`src/rtl/vid2stream_if.sv`:
```
// Ready/valid pixel stream with start-of-frame and end-of-line markers.
// The master drives the head pixel; the slave returns m_ready.
interface vid2stream_if #(
   parameter int PW = 8
);
   logic [3*PW-1:0] m_data;
   logic            m_sof;
   logic            m_eol;
   logic            m_valid;
   logic            m_ready;

   modport master (
      output m_data,
      output m_sof,
      output m_eol,
      output m_valid,
      input  m_ready
   );

   modport slave (
      input  m_data,
      input  m_sof,
      input  m_eol,
      input  m_valid,
      output m_ready
   );
endinterface

```
`src/rtl/vid2stream.sv`:
```
// Raster pixels to ready/valid stream through a one-entry hold stage and a FWFT FIFO; 2-cycle latency.
// The consumer may stall freely; on FIFO overflow pixels are dropped until the next frame start.
module vid2stream #(
   parameter int PW = 8,
   parameter int AW = 4
) (
   input  logic            clk,
   input  logic            rst,
   input  logic            hs,
   input  logic            vs,
   input  logic [3*PW-1:0] rgb,
   input  logic            rgb_vld,
   vid2stream_if.master    strm,
   output logic            overflow,
   input  logic            clr_overflow,
   output logic [AW:0]     level
);
   localparam logic [1:0] WAIT = 2'd0;
   localparam logic [1:0] RUN  = 2'd1;
   localparam logic [1:0] DROP = 2'd2;
   localparam int         DW   = 3*PW + 2;

   logic [1:0]      state;
   logic            vsD;
   logic            vsRise;
   logic            capture;
   logic            sofPend;
   logic            holdVld;
   logic            holdSof;
   logic [3*PW-1:0] holdData;
   logic [AW:0]     wptr;
   logic [AW:0]     rptr;
   logic [DW-1:0]   mem [2**AW];
   logic [DW-1:0]   head;
   logic            full;
   logic            pop;
   logic            wrEn;
   logic            drop;
   logic            unusedHsD;

   assign vsRise  = vs & ~vsD;
   // A frame start lets the coincident pixel in even from WAIT/DROP.
   assign capture = rgb_vld & ((state == RUN) | vsRise);

   assign level = wptr - rptr;
   assign full  = level[AW];
   assign pop   = strm.m_valid & strm.m_ready;
   assign wrEn  = holdVld & (~full | pop);
   assign drop  = holdVld & full & ~pop;
   assign head  = mem[rptr[AW-1:0]];

   assign strm.m_valid = |level;
   assign strm.m_data  = strm.m_valid ? head[3*PW-1:0] : '0;
   assign strm.m_eol   = strm.m_valid & head[3*PW];
   assign strm.m_sof   = strm.m_valid & head[3*PW+1];

   always_ff @(posedge clk or posedge rst) begin
      if (rst) begin
         state     <= WAIT;
         vsD       <= 1'b0;
         unusedHsD <= 1'b0;
         sofPend   <= 1'b0;
         holdVld   <= 1'b0;
         holdSof   <= 1'b0;
         holdData  <= '0;
         wptr      <= '0;
         rptr      <= '0;
         overflow  <= 1'b0;
      end else begin
         vsD       <= vs;
         unusedHsD <= hs;
         if (wrEn) wptr <= wptr + 1'b1;
         if (pop)  rptr <= rptr + 1'b1;

         if (drop)              overflow <= 1'b1;
         else if (clr_overflow) overflow <= 1'b0;

         if (drop) begin
            state   <= DROP;
            holdVld <= 1'b0;
         end else if (capture) begin
            state    <= RUN;
            holdData <= rgb;
            holdSof  <= sofPend | vsRise;
            holdVld  <= 1'b1;
            sofPend  <= 1'b0;
         end else begin
            holdVld <= 1'b0;
            if (vsRise) begin
               state   <= RUN;
               sofPend <= 1'b1;
            end
         end
      end
   end

   // End-of-line is known only now: no pixel followed the held one this cycle.
   always_ff @(posedge clk) begin
      if (wrEn) mem[wptr[AW-1:0]] <= {holdSof, ~capture, holdData};
   end
endmodule

```
`src/flat_wrapper.sv`:
```
// flat-port wrapper written by rule: the top's interface ports become plain ports
module vid2stream_flat 
#(
   parameter int PW = 8,
   parameter int AW = 4
)
  (clk, rst, hs, vs, rgb, rgb_vld, overflow, clr_overflow, level, strm_m_data, strm_m_sof, strm_m_eol, strm_m_valid, strm_m_ready);
  vid2stream_if #(.PW(PW)) strm_i ();
  input  logic clk;
  input  logic rst;
  input  logic hs;
  input  logic vs;
  input  logic [3*PW-1:0] rgb;
  input  logic rgb_vld;
  output logic overflow;
  input  logic clr_overflow;
  output logic [AW:0] level;
  output wire logic [$bits(strm_i.m_data)-1:0] strm_m_data;
  output wire logic [$bits(strm_i.m_sof)-1:0] strm_m_sof;
  output wire logic [$bits(strm_i.m_eol)-1:0] strm_m_eol;
  output wire logic [$bits(strm_i.m_valid)-1:0] strm_m_valid;
  input wire logic [$bits(strm_i.m_ready)-1:0] strm_m_ready;
  assign strm_m_data = strm_i.m_data;
  assign strm_m_sof = strm_i.m_sof;
  assign strm_m_eol = strm_i.m_eol;
  assign strm_m_valid = strm_i.m_valid;
  assign strm_i.m_ready = strm_m_ready;
  vid2stream #(.PW(PW), .AW(AW)) u_core (.clk(clk), .rst(rst), .hs(hs), .vs(vs), .rgb(rgb), .rgb_vld(rgb_vld), .strm(strm_i), .overflow(overflow), .clr_overflow(clr_overflow), .level(level));
endmodule
```
`config.mk`:
```
export PLATFORM = sky130hd
export DESIGN_NAME = vid2stream_flat
export DESIGN_NICKNAME = d
export VERILOG_FILES = /design/src/rtl/vid2stream_if.sv /design/src/rtl/vid2stream.sv /design/src/flat_wrapper.sv
export SDC_FILE = /design/constraint.sdc
export NUM_CORES = 1
export LEC_CHECK = 0
export CAP_MARGIN = 20
export CORE_MARGIN = 10
export CORE_UTILIZATION = 68
export CTS_BUF_LIST = sky130_fd_sc_hd__clkbuf_8
export DETAILED_ROUTE_END_ITERATION = 10
export HOLD_SLACK_MARGIN = 0.12
export MAX_ROUTING_LAYER = met4
export PLACE_DENSITY = 0.91
export SYNTH_ARGS = -nofsm -noshare
export SYNTH_HDL_FRONTEND = slang
export SYNTH_SLANG_ARGS = --single-unit
```
`constraint.sdc`:
```
create_clock -name clk -period 11.97 [get_ports clk]
set_clock_uncertainty 0.05 [all_clocks]
set_input_delay 1.197 -clock clk [delete_from_list [all_inputs] [get_ports clk]]
set_output_delay 1.197 -clock clk [all_outputs]
set_load 0.1 [all_outputs]
```
==> metrics.txt <==
# TYPE chip_impl_metric gauge
chip_impl_metric{name="detailedPlacementHpwl",unit="mm"} 21.8
chip_impl_metric{name="finalHoldViolations",unit=""} 0
chip_impl_metric{name="global_route.usage.total",unit="%"} 25.4
chip_impl_metric{name="synth.cell_area",unit="mm2"} 0.0180
chip_impl_metric{name="critical_path_required",unit="ns"} 10.72
chip_impl_info{name="yosys-top-cells-area",value="sky130_fd_sc_hd__edfxtp_1 (69%), sky130_fd_sc_hd__mux4_2 (13%), sky130_fd_sc_hd__dfrtp_1 (5.7%)"} 1
chip_impl_metric{name="placement_rows",unit=""} 59
chip_impl_metric{name="clk_pin_slew_worst_paths",unit="ns"} 0.06
chip_impl_metric{name="die_width",unit="um"} 183
chip_impl_info{name="tritoncts",value="yes"} 1
chip_impl_metric{name="dr_total_vias",unit=""} 9134
chip_impl_metric{name="cap_violations",unit=""} 0
chip_impl_info{name="synth_area_leader_cell",value="sky130_fd_sc_hd__edfxtp_1"} 1
chip_impl_metric{name="final_cycle_share",unit="%"} 60.8
chip_impl_metric{name="grt_start_max_net_pins",unit=""} 56
chip_impl_info{name="yosys-top-cells-count",value="sky130_fd_sc_hd__edfxtp_1 (416), sky130_fd_sc_hd__mux4_2 (104), sky130_fd_sc_hd__nand2_1 (56)"} 1
chip_impl_metric{name="drc",unit=""} 0
chip_impl_metric{name="globalRouteOverflowTotal",unit=""} 0
chip_impl_metric{name="post_cts_resize_count",unit=""} 0
chip_impl_metric{name="route.met3.wl",unit="mm"} 4.21
chip_impl_metric{name="clock_tree.htree_level_count",unit=""} 3
chip_impl_metric{name="first_iter_violations",unit=""} 1349
chip_impl_metric{name="max_slew_violation_total_from_the_final_report",unit=""} 0
chip_impl_metric{name="core_area",unit="mm2"} 0.0261
chip_impl_metric{name="post_synth_num_cell_types",unit=""} 43
chip_impl_metric{name="syn-mean-instance-area",unit="um2"} 21.1
chip_impl_metric{name="numCtsBuffers",unit=""} 68
chip_impl_metric{name="diode_insertion_count_for_antenna_repair",unit=""} 0
chip_impl_metric{name="maxClockFrequency",unit="GHz"} 0.137
chip_impl_info{name="synth_flop_type",value="sky130_fd_sc_hd__edfxtp_1"} 1
chip_impl_metric{name="synthesis.instances",unit=""} 852
chip_impl_metric{name="start_util",unit="%"} 69.0
chip_impl_metric{name="final-setup-viol-count",unit=""} 0
chip_impl_metric{name="first_pass_grt_wire_length",unit="mm"} 61.0
chip_impl_metric{name="num_io_pins",unit=""} 64
chip_impl_metric{name="cts_setup_buffers",unit=""} 0
chip_impl_info{name="synthMostInstantiatedCell",value="sky130_fd_sc_hd__edfxtp_1"} 1
chip_impl_metric{name="antenna_found_initial",unit=""} 0
chip_impl_metric{name="critical_path_peak_fanout",unit=""} 54
chip_impl_metric{name="postSynthRegisterBits",unit=""} 457
chip_impl_metric{name="areaGrowthSynthToFinish",unit="%"} 12.6
chip_impl_metric{name="setup_tns",unit="ns"} 0
chip_impl_metric{name="die_height",unit="um"} 183
chip_impl_metric{name="wire_per_inst",unit="um"} 30.1
chip_impl_metric{name="synth.yosys.warnings",unit=""} 0
chip_impl_metric{name="post_drt_via_cell_ratio",unit=""} 6.73
chip_impl_metric{name="port-buffer-count",unit=""} 62
chip_impl_metric{name="final_layout_size_suffix_gt1_share",unit="%"} 24.7
chip_impl_info{name="cts_root_buffer",value="sky130_fd_sc_hd__clkbuf_8"} 1
chip_impl_metric{name="synth-edff-count",unit=""} 416
chip_impl_metric{name="finalWorstPathRequiredPeriod",unit="ns"} 7.28
chip_impl_info{name="highest_layer",value="met4"} 1
chip_impl_metric{name="clk_latency",unit="ns"} 0.58
chip_impl_metric{name="timing.critical_path.arrival",unit="ns"} 6.03
chip_impl_metric{name="gp_congestion",unit=""} 0.763
chip_impl_info{name="worst-setup-path-type",value="reg2out"} 1
chip_impl_metric{name="postRouteAntennaNets",unit=""} 0
chip_impl_metric{name="clock-sinks",unit=""} 457
chip_impl_metric{name="drtPass1Iterations",unit=""} 5
chip_impl_metric{name="wl_met2",unit="mm"} 20.7
chip_impl_info{name="rsz0062_at_grt",value="false"} 1
chip_impl_metric{name="tightestPinTransition",unit="ns"} 1.16
chip_impl_info{name="holdCritPathClass",value="reg2reg"} 1
chip_impl_metric{name="dieArea",unit="mm2"} 0.0333
chip_impl_metric{name="relSlewSlack",unit="%"} 22.9
chip_impl_metric{name="grt_pass1_vias",unit=""} 9593
chip_impl_metric{name="async_reset_ff_share",unit="%"} 8.97
chip_impl_metric{name="m1WireLength",unit="mm"} 14.8
chip_impl_metric{name="syn-num-nets",unit=""} 893
chip_impl_metric{name="cts_hold_repair.buffers",unit=""} 0
chip_impl_info{name="outcome",value="completed"} 1
chip_impl_metric{name="nets",unit=""} 1010
chip_impl_info{name="setup.worst_path.start_class",value="flip-flop"} 1
chip_impl_metric{name="drt-total-wl",unit="mm"} 40.8
chip_impl_metric{name="yosysTopAreaCellShare",unit="%"} 69.5
chip_impl_metric{name="layout.filler_cells",unit=""} 1217
chip_impl_metric{name="ys_seq_area_share",unit="%"} 75.2
chip_impl_metric{name="clk_path_buf_depth",unit=""} 3
chip_impl_info{name="critical_path_sink_type",value="primary output"} 1
cells by family after synthesis:
logic type / count (synthesis) / share of synthesized area, %
xor gates and xnor gates: 11 / 0.536
DFF: 457 / 75.2
AOI/OAI and AO/OA: 40 / 2.16
adders and majority gates: 10 / 0.738
muxes: 158 / 16.3
and+or+nand+nor: 117 / 3.35
buffers and inverters: 59 / 1.73
layer usage:
| layer | global-route usage, % | up-vias |
|---|---|---|
| met5 | - | - |
| met2 | 40.0 | 693 |
| met1 | 32.8 | 4633 |
| li1 | - | 3714 |
| met4 | 8.79 | 0 |
| met3 | 5.28 | 94 |
layout make-up:
class                           count  area [um2]  share of cell area [%]
Sequential cell                   457       13500                    66.8
Timing Repair Buffer               91         891                    4.40
Multi-Input combinational cell    336        4160                    20.5
Clock inverter                     51         210                    1.04
Inverter                           15        56.3                   0.278
Clock buffer                       72         991                    4.89
Tap cell                          335         419                    2.07
worst paths after layout:
path                                        to  slack [ns]             from  cells past startpoint
min in group asynchronous       u_core.wptr[3]        0.92              rst                      2
max reg2reg                   u_core.mem[0][7]        6.72   u_core.rptr[2]                      9
max in group asynchronous  u_core.holdData[10]       10.39              rst                      3
min                            u_core.state[0]        0.44  u_core.state[0]                      1
max                                 strm_m_sof        4.69   u_core.rptr[2]                      9
min reg2reg                    u_core.state[0]        0.44  u_core.state[0]                      1
layout by cell type (no fill, tap or decap), drive strengths merged, types with 4 or more instances in the layout:
master,count
clkbuf,72
nor2,4
xor2,7
a21oi,6
inv,47
nand2,56
xnor2,4
dfrtp,41
clkinv,17
o21ai,4
a211oi,26
ha,9
mux2i,28
clkdlybuf4s50,62
mux4,104
buf,29
and2,4
mux2,26
and3,39
nor2b,5
edfxtp,416
flip-flops by register name (all words and copies together), names as in the netlist, 2 cells and up:
register	count
u_core.rptr	5
u_core.state	2
u_core.wptr	5
u_core.holdData	24
u_core.mem	416
worst max-delay path: stages (launching register included):
cell,delay (ns)
sky130_fd_sc_hd__dfrtp_2,0.34
sky130_fd_sc_hd__buf_4,0.67
sky130_fd_sc_hd__inv_2,0.67
sky130_fd_sc_hd__ha_1,0.58
sky130_fd_sc_hd__xor2_1,0.19
sky130_fd_sc_hd__or4b_4,0.52
sky130_fd_sc_hd__mux2i_4,0.20
sky130_fd_sc_hd__and2_2,0.95
sky130_fd_sc_hd__a211oi_1,0.20
sky130_fd_sc_hd__clkdlybuf4s50_1,1.05
stage by stage:
stage	cells	hold slack, ns	cell area (um2)	worst slack, ns	utilization (%)
5_1_grt	1357	0.457	20200	4.59	77.7
2_1_floorplan	852	0.406	18000	4.74	-
4_1_cts	1354	0.444	20200	4.76	77.4
3_5_place_dp	1231	0.430	19000	5.43	72.8
6_report	1357	0.438	20200	4.69	77.7
3_3_place_gp	1231	0.418	19000	5.49	72.8
Power is not shown: default switching activity piles up to over one toggle a cycle in this logic, so the estimate is an artifact.
==> patch (same settings) <==
`PW` is set to 8 in 3 places; all go to 10.
--- a/src/rtl/vid2stream_if.sv
+++ b/src/rtl/vid2stream_if.sv
@@ -1,7 +1,7 @@
 // Ready/valid pixel stream with start-of-frame and end-of-line markers.
 // The master drives the head pixel; the slave returns m_ready.
 interface vid2stream_if #(
-   parameter int PW = 8
+   parameter int PW = 10
 );
    logic [3*PW-1:0] m_data;
    logic            m_sof;
--- a/src/rtl/vid2stream.sv
+++ b/src/rtl/vid2stream.sv
@@ -1,7 +1,7 @@
 // Raster pixels to ready/valid stream through a one-entry hold stage and a FWFT FIFO; 2-cycle latency.
 // The consumer may stall freely; on FIFO overflow pixels are dropped until the next frame start.
 module vid2stream #(
-   parameter int PW = 8,
+   parameter int PW = 10,
    parameter int AW = 4
 ) (
    input  logic            clk,
--- a/src/flat_wrapper.sv
+++ b/src/flat_wrapper.sv
@@ -1,7 +1,7 @@
 // flat-port wrapper written by rule: the top's interface ports become plain ports
 module vid2stream_flat 
 #(
-   parameter int PW = 8,
+   parameter int PW = 10,
    parameter int AW = 4
 )
   (clk, rst, hs, vs, rgb, rgb_vld, overflow, clr_overflow, level, strm_m_data, strm_m_sof, strm_m_eol, strm_m_valid, strm_m_ready);
Ports: changed (resized rgb and strm_m_data); port bits go from 64 to 76. No check against the original RTL was run, so the function may have changed too.
==> patch against the unedited design <==
Sequential cell count up 102; routed wire length up 20%; critical endpoint is now strm_m_data[29]; final area increased by 23%; setup slack improved by 0.39 ns; area after synthesis increased by 22%.
Power is left out: the tool's default activity adds up to more than one toggle a clock period on the data nets, which glitch-free logic cannot reach.
==> patch: results (changes against the unedited design) <==
stage	metric	value	unit	change
run_status	run status	finished, final reports clean		
routing	Avg WL per Cell	30.0	µm	-0.15%
global_routing	maximum number of pins on one net before global-route repair	73		+30%
global_routing	wire length of the first global-routing pass	73700	µm	+21%
clock_tree	number of clock buffers inserted by TritonCTS	81		+19%
routing	Iteration-0 DRC Markers	1281		-5.0%
final_layout	Clock-cell share	6.31	%	+0.38 points
synthesis	count of unique library cells instantiated by Yosys	47		+9.3%
global_routing	GR met2 Demand/Resource	42.6	%	+2.6 points
final_layout	final cell count without fillers	1629		+20%
synthesis	adder and majority gate portion of the synthesized area	0.605	%	-0.13 points
synthesis	biggest area contributors in the synthesized netlist	sky130_fd_sc_hd__edfxtp_1 70%, sky130_fd_sc_hd__mux4_2 13%, sky130_fd_sc_hd__dfrtp_1 5.4%		
final_layout	FF/Latch Area	16600	µm²	+22%
synthesis	xor and xnor area share after synthesis	0.439	%	-0.097 points
setup_path	source of the critical timing path	u_core.rptr[0]		
final_layout	count of plain and timing-repair buffers	106		+16%
routing	WL met1	17500	µm	+18%
final_layout	proportion of cell area occupied by multi-input gates	20.4	%	-0.089 points
global_routing	overall global routing resource usage	26.1	%	+0.71 points
synthesis	area fraction in compound gates after synthesis	2.28	%	+0.12 points
placement	number of cells after detailed placement	1475		+20%
routing	total met2 wirelength after detailed routing	25400	µm	+23%
placement	Post-Place Worst Slack	5.65	ns	+0.220 ns
synthesis	asr flop ratio synth	8.41	%	-0.56 points
synthesis	most common library cells after synthesis	512 x sky130_fd_sc_hd__edfxtp_1, 128 x sky130_fd_sc_hd__mux4_2, 73 x sky130_fd_sc_hd__nand2_1		
final_layout	Layout clock buffers	89		+24%
global_routing	met3 layer usage reported by global route	5.20	%	-0.084 points
synthesis	synthesized net count	1075		+20%
synthesis	multiplexer fraction of the synthesized cell area	16.3	%	+0.063 points
final_layout	fillcell total	1480		+22%
final_layout	share of cells above drive strength 1	28.9	%	+4.2 points
synthesis	average cell area after synthesis	21.3	µm²	+1.1%
final_layout	flip-flop count of the largest register after layout	512		+23%
synthesis	number of flops mapped to enable cells by yosys	512		+23%
final_layout	Seq area share	66.8	%	about the same
floorplan	# rows	65		+10%
final_layout	# nets final	1206		+19%
==> patch: cell types whose count changed in the layout (fill, tap and decap cells not counted), moves of 8 or more <==
cell / before / now
sky130_fd_sc_hd__edfxtp_1: 416 / 512
sky130_fd_sc_hd__mux4_2: 104 / 128
sky130_fd_sc_hd__mux2_2: 8 / 30
sky130_fd_sc_hd__clkbuf_8: 72 / 89
sky130_fd_sc_hd__mux2_1: 18 / 1
sky130_fd_sc_hd__nand2_1: 56 / 73
sky130_fd_sc_hd__clkdlybuf4s50_1: 62 / 74
sky130_fd_sc_hd__a211oi_2: 19 / 29
sky130_fd_sc_hd__clkinv_2: 1 / 9
==> patch: worst paths after layout <==
path,end,slack [ns],depth (start not counted)
worst min register to register,u_core.state[0],0.46,1
min in group asynchronous,u_core.state[1],1.07,3
worst max register to register,u_core.mem[15][31],7.72,9
max in group asynchronous,u_core.rptr[0],10.22,3
worst min-delay path,u_core.state[0],0.46,1
worst max-delay path,strm_m_data[29],5.08,10
